--- src/rtl/div_pkg.sv ---
// Shared widths, FSM encoding and saturation constant for the sequential divider.
package div_pkg;
  localparam int DIVIDEND_W = 8;
  localparam int DIVISOR_W  = 4;
  localparam int PR_W       = 5;
  localparam int ITER_N     = 8;
  localparam int CNT_W      = 3;

  localparam logic [DIVIDEND_W-1:0] SAT_Q = 8'h7F;

  typedef enum logic [2:0] {
    IDLE,
    LOAD,
    ITER,
    FIX,
    DONE
  } state_t;
endpackage

--- src/rtl/seq_divider_if.sv ---
// Start/done handshake and operand/result bus between the controller and the divider.
interface seq_divider_if;
  import div_pkg::*;

  logic                  start;
  logic [DIVIDEND_W-1:0] dividend;
  logic [DIVISOR_W-1:0]  divisor;
  logic [DIVIDEND_W-1:0] quotient;
  logic [DIVISOR_W-1:0]  remainder;
  logic                  busy;
  logic                  done;
  logic                  div_zero;
  logic                  ovf;

  modport master (
    output start, dividend, divisor,
    input  quotient, remainder, busy, done, div_zero, ovf
  );

  modport slave (
    input  start, dividend, divisor,
    output quotient, remainder, busy, done, div_zero, ovf
  );
endinterface

--- src/rtl/div_step.sv ---
// One restoring-division step: shift in a dividend bit, trial-subtract the divisor magnitude.
module div_step
  import div_pkg::*;
(
  input  logic [PR_W-1:0]      pr,
  input  logic                 din,
  input  logic [DIVISOR_W-1:0] dmag,
  output logic [PR_W-1:0]      pr_next,
  output logic                 qbit
);
  logic [PR_W-1:0] shifted;
  logic [PR_W-1:0] diff;

  // pr is always below dmag, so its top bit is zero and the 4-bit shift never loses data.
  assign shifted = {pr[PR_W-2:0], din};
  assign diff    = shifted - {1'b0, dmag};
  assign qbit    = ({pr, din} >= {2'b00, dmag});
  assign pr_next = qbit ? diff : shifted;
endmodule

--- src/rtl/seq_divider.sv ---
// 8/4-bit restoring divider, one quotient bit per cycle; done pulses 10 cycles after start (1 on divide-by-zero).
// Signed two's-complement operation with sign fix-up and overflow detection when DIV_SIGNED_EN is defined.
module seq_divider
  import div_pkg::*;
(
  input  logic         clk,
  input  logic         rst,
  seq_divider_if.slave bus
);
  state_t                state;
  logic [DIVIDEND_W-1:0] a_reg;
  logic [DIVISOR_W-1:0]  b_reg;
  logic [DIVIDEND_W-1:0] q_reg;
  logic [PR_W-1:0]       pr;
  logic [DIVISOR_W-1:0]  dmag;
  logic [CNT_W-1:0]      cnt;

  logic [DIVIDEND_W-1:0] a_mag;
  logic [DIVISOR_W-1:0]  b_mag;
  logic                  neg_q;
  logic                  neg_r;
  logic                  ovf_case;
  logic [DIVIDEND_W-1:0] q_fix;
  logic [DIVISOR_W-1:0]  r_fix;
  logic [PR_W-1:0]       pr_next;
  logic                  qbit;

  div_step u_step (
    .pr      (pr),
    .din     (q_reg[DIVIDEND_W-1]),
    .dmag    (dmag),
    .pr_next (pr_next),
    .qbit    (qbit)
  );

  always_comb begin
`ifdef DIV_SIGNED_EN
    a_mag    = a_reg[DIVIDEND_W-1] ? (~a_reg + 8'd1) : a_reg;
    b_mag    = b_reg[DIVISOR_W-1]  ? (~b_reg + 4'd1) : b_reg;
    neg_q    = a_reg[DIVIDEND_W-1] ^ b_reg[DIVISOR_W-1];
    neg_r    = a_reg[DIVIDEND_W-1];
    // -128 / -1 is the only quotient that does not fit in 8 signed bits.
    ovf_case = (a_reg == 8'h80) && (b_reg == 4'hF);
`else
    a_mag    = a_reg;
    b_mag    = b_reg;
    neg_q    = 1'b0;
    neg_r    = 1'b0;
    ovf_case = 1'b0;
`endif
    q_fix = neg_q ? (~q_reg + 8'd1) : q_reg;
    r_fix = neg_r ? (~pr[DIVISOR_W-1:0] + 4'd1) : pr[DIVISOR_W-1:0];
    if (ovf_case) begin
      q_fix = SAT_Q;
      r_fix = '0;
    end
  end

  always_ff @(posedge clk or negedge rst) begin
    if (!rst) begin
      state         <= IDLE;
      a_reg         <= '0;
      b_reg         <= '0;
      q_reg         <= '0;
      pr            <= '0;
      dmag          <= '0;
      cnt           <= '0;
      bus.quotient  <= '0;
      bus.remainder <= '0;
      bus.busy      <= 1'b0;
      bus.done      <= 1'b0;
      bus.div_zero  <= 1'b0;
      bus.ovf       <= 1'b0;
    end else begin
      case (state)
        IDLE: begin
          if (bus.start) begin
            a_reg    <= bus.dividend;
            b_reg    <= bus.divisor;
            bus.busy <= 1'b1;
            state    <= LOAD;
          end
        end
        LOAD: begin
          pr    <= '0;
          cnt   <= '0;
          q_reg <= a_mag;
          dmag  <= b_mag;
          if (b_reg == '0) begin
            bus.quotient  <= '0;
            bus.remainder <= '0;
            bus.div_zero  <= 1'b1;
            bus.ovf       <= 1'b0;
            bus.done      <= 1'b1;
            bus.busy      <= 1'b0;
            state         <= DONE;
          end else begin
            state <= ITER;
          end
        end
        ITER: begin
          pr    <= pr_next;
          q_reg <= {q_reg[DIVIDEND_W-2:0], qbit};
          cnt   <= cnt + 3'd1;
          if (cnt == CNT_W'(ITER_N - 1)) state <= FIX;
        end
        FIX: begin
          bus.quotient  <= q_fix;
          bus.remainder <= r_fix;
          bus.ovf       <= ovf_case;
          bus.div_zero  <= 1'b0;
          bus.done      <= 1'b1;
          bus.busy      <= 1'b0;
          state         <= DONE;
        end
        DONE: begin
          bus.done <= 1'b0;
          state    <= IDLE;
        end
        default: state <= IDLE;
      endcase
    end
  end
endmodule

--- src/flat_wrapper.sv ---
// flat-port wrapper written by rule: the top's interface ports become plain ports
module seq_divider_flat import div_pkg::*;
  (clk, rst, bus_start, bus_dividend, bus_divisor, bus_quotient, bus_remainder, bus_busy, bus_done, bus_div_zero, bus_ovf);
  seq_divider_if bus_i ();
  input  logic clk;
  input  logic rst;
  input wire logic [$bits(bus_i.start)-1:0] bus_start;
  input wire logic [$bits(bus_i.dividend)-1:0] bus_dividend;
  input wire logic [$bits(bus_i.divisor)-1:0] bus_divisor;
  output wire logic [$bits(bus_i.quotient)-1:0] bus_quotient;
  output wire logic [$bits(bus_i.remainder)-1:0] bus_remainder;
  output wire logic [$bits(bus_i.busy)-1:0] bus_busy;
  output wire logic [$bits(bus_i.done)-1:0] bus_done;
  output wire logic [$bits(bus_i.div_zero)-1:0] bus_div_zero;
  output wire logic [$bits(bus_i.ovf)-1:0] bus_ovf;
  assign bus_i.start = bus_start;
  assign bus_i.dividend = bus_dividend;
  assign bus_i.divisor = bus_divisor;
  assign bus_quotient = bus_i.quotient;
  assign bus_remainder = bus_i.remainder;
  assign bus_busy = bus_i.busy;
  assign bus_done = bus_i.done;
  assign bus_div_zero = bus_i.div_zero;
  assign bus_ovf = bus_i.ovf;
  seq_divider u_core (.clk(clk), .rst(rst), .bus(bus_i));
endmodule
--- config.mk ---
export PLATFORM = sky130hd
export DESIGN_NAME = seq_divider_flat
export DESIGN_NICKNAME = d
export VERILOG_FILES = /design/src/rtl/div_pkg.sv /design/src/rtl/seq_divider_if.sv /design/src/rtl/div_step.sv /design/src/rtl/seq_divider.sv /design/src/flat_wrapper.sv
export SDC_FILE = /design/constraint.sdc
export NUM_CORES = 1
export LEC_CHECK = 0
export CORE_ASPECT_RATIO = 1.25
export CORE_MARGIN = 2
export CORE_UTILIZATION = 49
export CTS_CLUSTER_SIZE = 8
export DETAILED_ROUTE_END_ITERATION = 8
export GPL_ROUTABILITY_DRIVEN = 0
export PLACE_DENSITY = 0.76
export SKIP_CTS_REPAIR_TIMING = 1
export SYNTH_ARGS = -nofsm -noshare
export SYNTH_HDL_FRONTEND = slang
export SYNTH_SLANG_ARGS = --single-unit
--- constraint.sdc ---
create_clock -name clk -period 2 [get_ports clk]
set_input_delay 0.3 -clock clk [delete_from_list [all_inputs] [get_ports clk]]
set_output_delay 0.3 -clock clk [all_outputs]
set_load 0.005 [all_outputs]
==> results of run 1 <==
## final cells by class
| class | instances | area, µm² |
|---|---|---|
| clock buffer | 5 | 68.8 |
| clock inverter | 3 | 40.0 |
| fill | 385 | 1710 |
| inverter | 6 | 22.5 |
| multi-input combinational | 141 | 948 |
| sequential | 50 | 1250 |
| tap | 58 | 72.6 |
| timing repair buffer | 37 | 345 |
## cells by family after synthesis
kind of cell / after synthesis / synth area share [%]
and+or+nand+nor: 68 / 15.4
other: 1 / 0.164
adders and majority gates: 7 / 4.16
AOI/OAI and AO/OA: 44 / 11.2
xor gates and xnor gates: 1 / 0.384
buffers and inverters: 17 / 4.44
muxes: 20 / 9.48
DFF: 50 / 54.8
## through the flow
| stage | instances | area [µm²] |
|---|---|---|
| global placement | 291 | 2620 |
| CTS | 299 | 2720 |
| floorplan | 208 | 2280 |
| finish | 300 | 2750 |
| global route | 300 | 2750 |
| detailed placement | 291 | 2620 |
## critical path: stages, from the launching register on
cell and delay (ns):
dfrtp_1 0.36, inv_1 0.08, ha_1 0.23, fa_2 0.35, nand2b_4 0.15, a21o_1 0.21, and2_1 0.18, o311ai_1 0.25
## power breakdown
group / switching, mW / leakage, nW / internal (mW)
Clock: 0.317 / 0.0579 / 0.368
Sequential: 0.362 / 0.625 / 1.47
Combinational: 0.905 / 0.529 / 1.02
Total: 1.58 / 1.21 / 2.86
## how the worst min path moves through the flow
stage          startpoint                 endpoint  cells past startpoint
2_1_floorplan         rst          u_core.a_mag[0]                      0
3_3_place_gp          rst           u_core.dmag[2]                      2
3_5_place_dp          rst           u_core.dmag[2]                      2
4_1_cts               rst  u_core.bus.remainder[0]                      2
5_1_grt               rst           u_core.dmag[2]                      2
6_report              rst           u_core.dmag[2]                      2
## placed cells by master, fill, tap and decap left out, types with 2 or more instances in the layout
master and instances:
clkbuf_8 5, ha_1 6, a21oi_1 6, clkinv_2 2, dfrtp_1 50, mux2_2 13, nor2_1 7, a21o_1 3
mux2i_1 7, nor3_1 2, a22o_1 2, clkdlybuf4s50_1 28, inv_1 6, o21ai_0 24, nand2_1 40, o211ai_1 2
buf_4 8, o22ai_1 2, nand4_1 4, a22oi_1 2
## sequential cells by signal (all words and copies together), names as in the netlist
register              cells
u_core.a_mag              8
u_core.bus.quotient       8
u_core.q_fix              8
u_core.pr                 5
u_core.b_mag              4
u_core.bus.remainder      4
u_core.dmag               4
u_core.cnt                3
u_core.state              3
u_core.bus.busy           1
u_core.bus.div_zero       1
u_core.bus.done           1
## layer usage
metal | share of wire (%) | wire length (µm) | vias to the layer above
met5 | 0 | 0 | -
met4 | 1.4 | 55 | 0
met3 | 3.4 | 136 | 4
met2 | 48 | 1930 | 36
met1 | 47 | 1880 | 756
li1 | - | - | 782
==> metrics.yaml, run 1 <==
ys_seq_area_share_pct: 54.8
yosys_warnings: 0
n_antenna_cell: 0
cts_max_level: 2
critPathCaptureType: "flip-flop"
worst_slew_pin_slew_ns: 0.616
dp_slack_ns: -0.0556
path_max_fanout: 4
grt_pass1_wl_um: 7030
ioPinCount: 31
grt_pass1_vias: 1498
clk_latency_ns: 0.30
antenna_found_initial: 0
grtUsageTotal_pct: 17.5
r2r_cells: 7
cts_buffer_depth: 2
ant_nets: 0
setup_violations: 0
power.density_mw_per_mm2: 1620
tns_ns: 0
ys.flop_type: "dfrtp_1"
syn_inst: 208
fin_crit_ns: 1.91
wl_per_cell_um: 13.3
synth-seq-cells: 50
grt_max_degree: 51
r2r_start: "u_core.q_fix[7]"
peakVddDrop_uv: 776
crit_arrival_ns: 2.11
cp-start-kind: "flip-flop"
synth-edff-count: 0
async_flop_share_pct: 100
start_util_pct: 51.2
vias_per_cell: 5.26
dieArea_mm2: 0.00523
area_delta_synth_final_pct: 20.4
nets: 263
met1_usage_pct: 24.2
synth_cell_types: 39
slew_viol_final: 0
max-slew-margin-rel_pct: 59.0
finish.utilization_pct: 61.6
clock.fmax_mhz: 523
clk_pin_slew_ns: 0.09
critPathKind: "reg -> reg"
rsz0062_at_grt: "false"
avgSynthCellArea_um2: 11.0
wl_um: 4000
grtUsageMet3_pct: 3.36
total_power_mw: 4.45
p_leak_nw: 1.21
hpwl_um: 2940
num_vias: 1578
core_area_mm2: 0.00446
busiest_layer: "met2"
drc: 0
synth_most_common_cell: "dfrtp_1"
synth_top_area_share_pct: 54.8
worstPathRequired_ns: 2.20
crit_start: "u_core.q_fix[7]"
final_hold_viol_count: 0
num_rows: 27
tritoncts: "yes"
yosys.area.top_type: "dfrtp_1"
cts-root-buf: "clkbuf_8"
drive_gt1_share_pct: 15.7
cts_buffers: 5
outcome: "completed"
reg2reg_slack_ns: 0.09
holdWs_ns: 0.0841
die_y_um: 80.3
die_x_um: 65.1
met2_usage_pct: 27.8
crit_path_end: "u_core.pr[0]"
cap_violations: 0
hp-class: "in -> async"
fin_ws_ns: 0.0876
drtIter0Drc: 85
fin_skew_ns: 0.00396
firstDrtPassIters: 4
grt_overflow: 0
portBuffers: 29
syn_area_mm2: 0.00228
clock-sinks: 50
synth_top_cells_by_count: "50 x dfrtp_1, 40 x nand2_1, 24 x o21ai_0, 13 x mux2_2"
layout_worst_path_cycle_share_pct: 95.6
regToRegEndpoint: "u_core.pr[0]"
ys_top_cells_by_area: "dfrtp_1 55%, nand2_1 6.6%, mux2_2 6.4%, o21ai_0 5.3%, ha_1 3.3%"
syn_nets: 230
No activity file was read; power rests on OpenSTA's default activity.
==> inputs of run 2 (changes only) <==
CORE_UTILIZATION = 50   (was 49)
MAX_ROUTING_LAYER = met4   (was default)
PLACE_DENSITY = 0.75   (was 0.76)
TNS_END_PERCENT = 10   (was default)
clock period = 2.3 ns   (was 2 ns; I/O delays follow)
==> run 2 against run 1 <==
Net effect: sequential share of layout area grew 0.44 points; flip-flop and latch count is the same; power shrank 16%; design area shrank 0.96%; die area shrank 1.9%; largest cell class unchanged; sequential power shrank 13%; critical endpoint unchanged; utilization grew 0.35 points; largest power group is now sequential cells; highest routed layer unchanged; hold slack lost 0.071 ns.
==> metrics.yaml, run 2 (synthesis results as in run 1) <==
ioPinCount: 31  # unchanged
core_area_mm2: 0.00439  # -1.5%
worst_slew_pin_slew_ns: 0.574  # -0.0415 ns
fill_cells: 369  # -4.2%
tritoncts: "yes"
critPathKind: "reg -> reg"
cp-start-kind: "flip-flop"
setup_violations: 0  # unchanged
layout_commonest_cell: "dfrtp_1"
outcome: "completed"
die_x_um: 64.4  # -0.94%
max-slew-margin-rel_pct: 61.4  # +2.5 points
num_vias: 1607  # +1.8%
grt_pass1_wl_um: 7230  # +2.8%
cap_violations: 0  # unchanged
firstDrtPassIters: 4  # unchanged
hp-class: "in -> async"
clock-sinks: 50  # unchanged
dp_cells: 289  # -0.69%
n_antenna_cell: 0  # unchanged
total_power_mw: 3.75  # -16%
final_area_mm2: 0.00272  # -0.96%
hpwl_um: 3000  # +2.1%
cts_buffer_depth: 2  # unchanged
peakVddDrop_uv: 704  # -9.3%
num_rows: 27  # unchanged
die_y_um: 79.6  # -0.95%
cts-root-buf: "clkbuf_8"
grt_max_degree: 51  # unchanged
dp_slack_ns: 0.187  # +0.243 ns
final_hold_viol_count: 0  # unchanged
clk_latency_ns: 0.30  # about the same
drc: 0  # unchanged
critPathCaptureType: "flip-flop"
slew_viol_final: 0  # unchanged
path_max_fanout: 6  # +2
rsz0062_at_grt: "false"
antenna_found_initial: 0  # unchanged
start_util_pct: 52.0  # +0.79 points
vias_per_cell: 5.41  # +2.9%
clk_pin_slew_ns: 0.09  # about the same
crit_arrival_ns: 2.33  # +0.22 ns
area_delta_synth_final_pct: 19.2
grt_pass1_vias: 1581  # +5.5%
nets: 260  # -1.1%
cts_max_level: 2  # unchanged
ant_nets: 0  # unchanged
worstPathRequired_ns: 2.46  # +0.26 ns
clock.fmax_mhz: 462  # -12%
wl_um: 4120  # +2.9%
holdWs_ns: 0.0133  # -0.0708 ns
mostFrequentLayoutCells: "50 x dfrtp_1, 40 x nand2_1, 28 x clkdlybuf4s50_1, 24 x o21ai_0, 13 x mux2_2"
grtUsageTotal_pct: 18.9  # +1.4 points
portBuffers: 29  # unchanged
wl_per_cell_um: 13.9  # +4.0%
drive_gt1_share_pct: 13.4  # -2.3 points
dieArea_mm2: 0.00513  # -1.9%
final_cells: 297  # -1.0%
layout_worst_path_cycle_share_pct: 94.1  # -1.5 points
finish.utilization_pct: 62.0  # +0.35 points
dpl_cell_area_mm2: 0.00261  # about the same
fin_skew_ns: 0.00721  # +0.00325 ns
drtIter0Drc: 88  # +3.5%
power.density_mw_per_mm2: 1380  # -15%
p_leak_nw: 1.19  # -1.6%
cts_buffers: 5  # unchanged
fin_ws_ns: 0.135  # +0.0474 ns
grt_overflow: 0  # unchanged
tns_ns: 0  # unchanged
fin_crit_ns: 2.17  # +0.253 ns
run 2: power by group:
| group | internal, mW | leakage [nW] | switching [mW] |
|---|---|---|---|
| Combinational | 0.807 | 0.511 | 0.772 |
| Clock | 0.304 | 0.0575 | 0.272 |
| Sequential | 1.28 | 0.625 | 0.317 |
| Total | 2.39 | 1.19 | 1.36 |
run 2: cell type report:
type,instances,area [µm²],area share [%]
inverter,6,22.5,0.827
clock buffer,8,110,4.04
multi-input combinational,141,931,34.2
timing repair buffer,34,335,12.3
sequential,50,1250,46.0
tap,58,72.6,2.67
run 2: critical path, cell delays in order (launching register included):
cell and delay, ns:
dfrtp_1 0.37, inv_1 0.09, ha_1 0.24, fa_1 0.39, nand2b_1 0.19, a21o_1 0.23, and2_1 0.18, o311ai_0 0.35
run 2: final timing paths:
kind	startpoint	to	slack (ns)	depth (start not counted)
worst max-delay path	u_core.q_fix[7]	u_core.pr[0]	0.13	7
worst min-delay path	rst	u_core.q_fix[0]	0.01	2
worst max register to register	u_core.q_fix[7]	u_core.pr[0]	0.13	7
worst min register to register	u_core.bus.div_zero	u_core.bus.div_zero	0.48	1
max in group asynchronous	rst	u_core.pr[1]	2.04	2
min in group clk	u_core.bus.div_zero	u_core.bus.div_zero	0.48	1
run 2: metal layers:
layer	wire [µm]	global-route usage, %	part of all wire (%)
met5	0	-	0
met4	99	9.15	2.4
met3	160	3.53	3.9
met2	1990	29.2	48
met1	1870	24.2	45
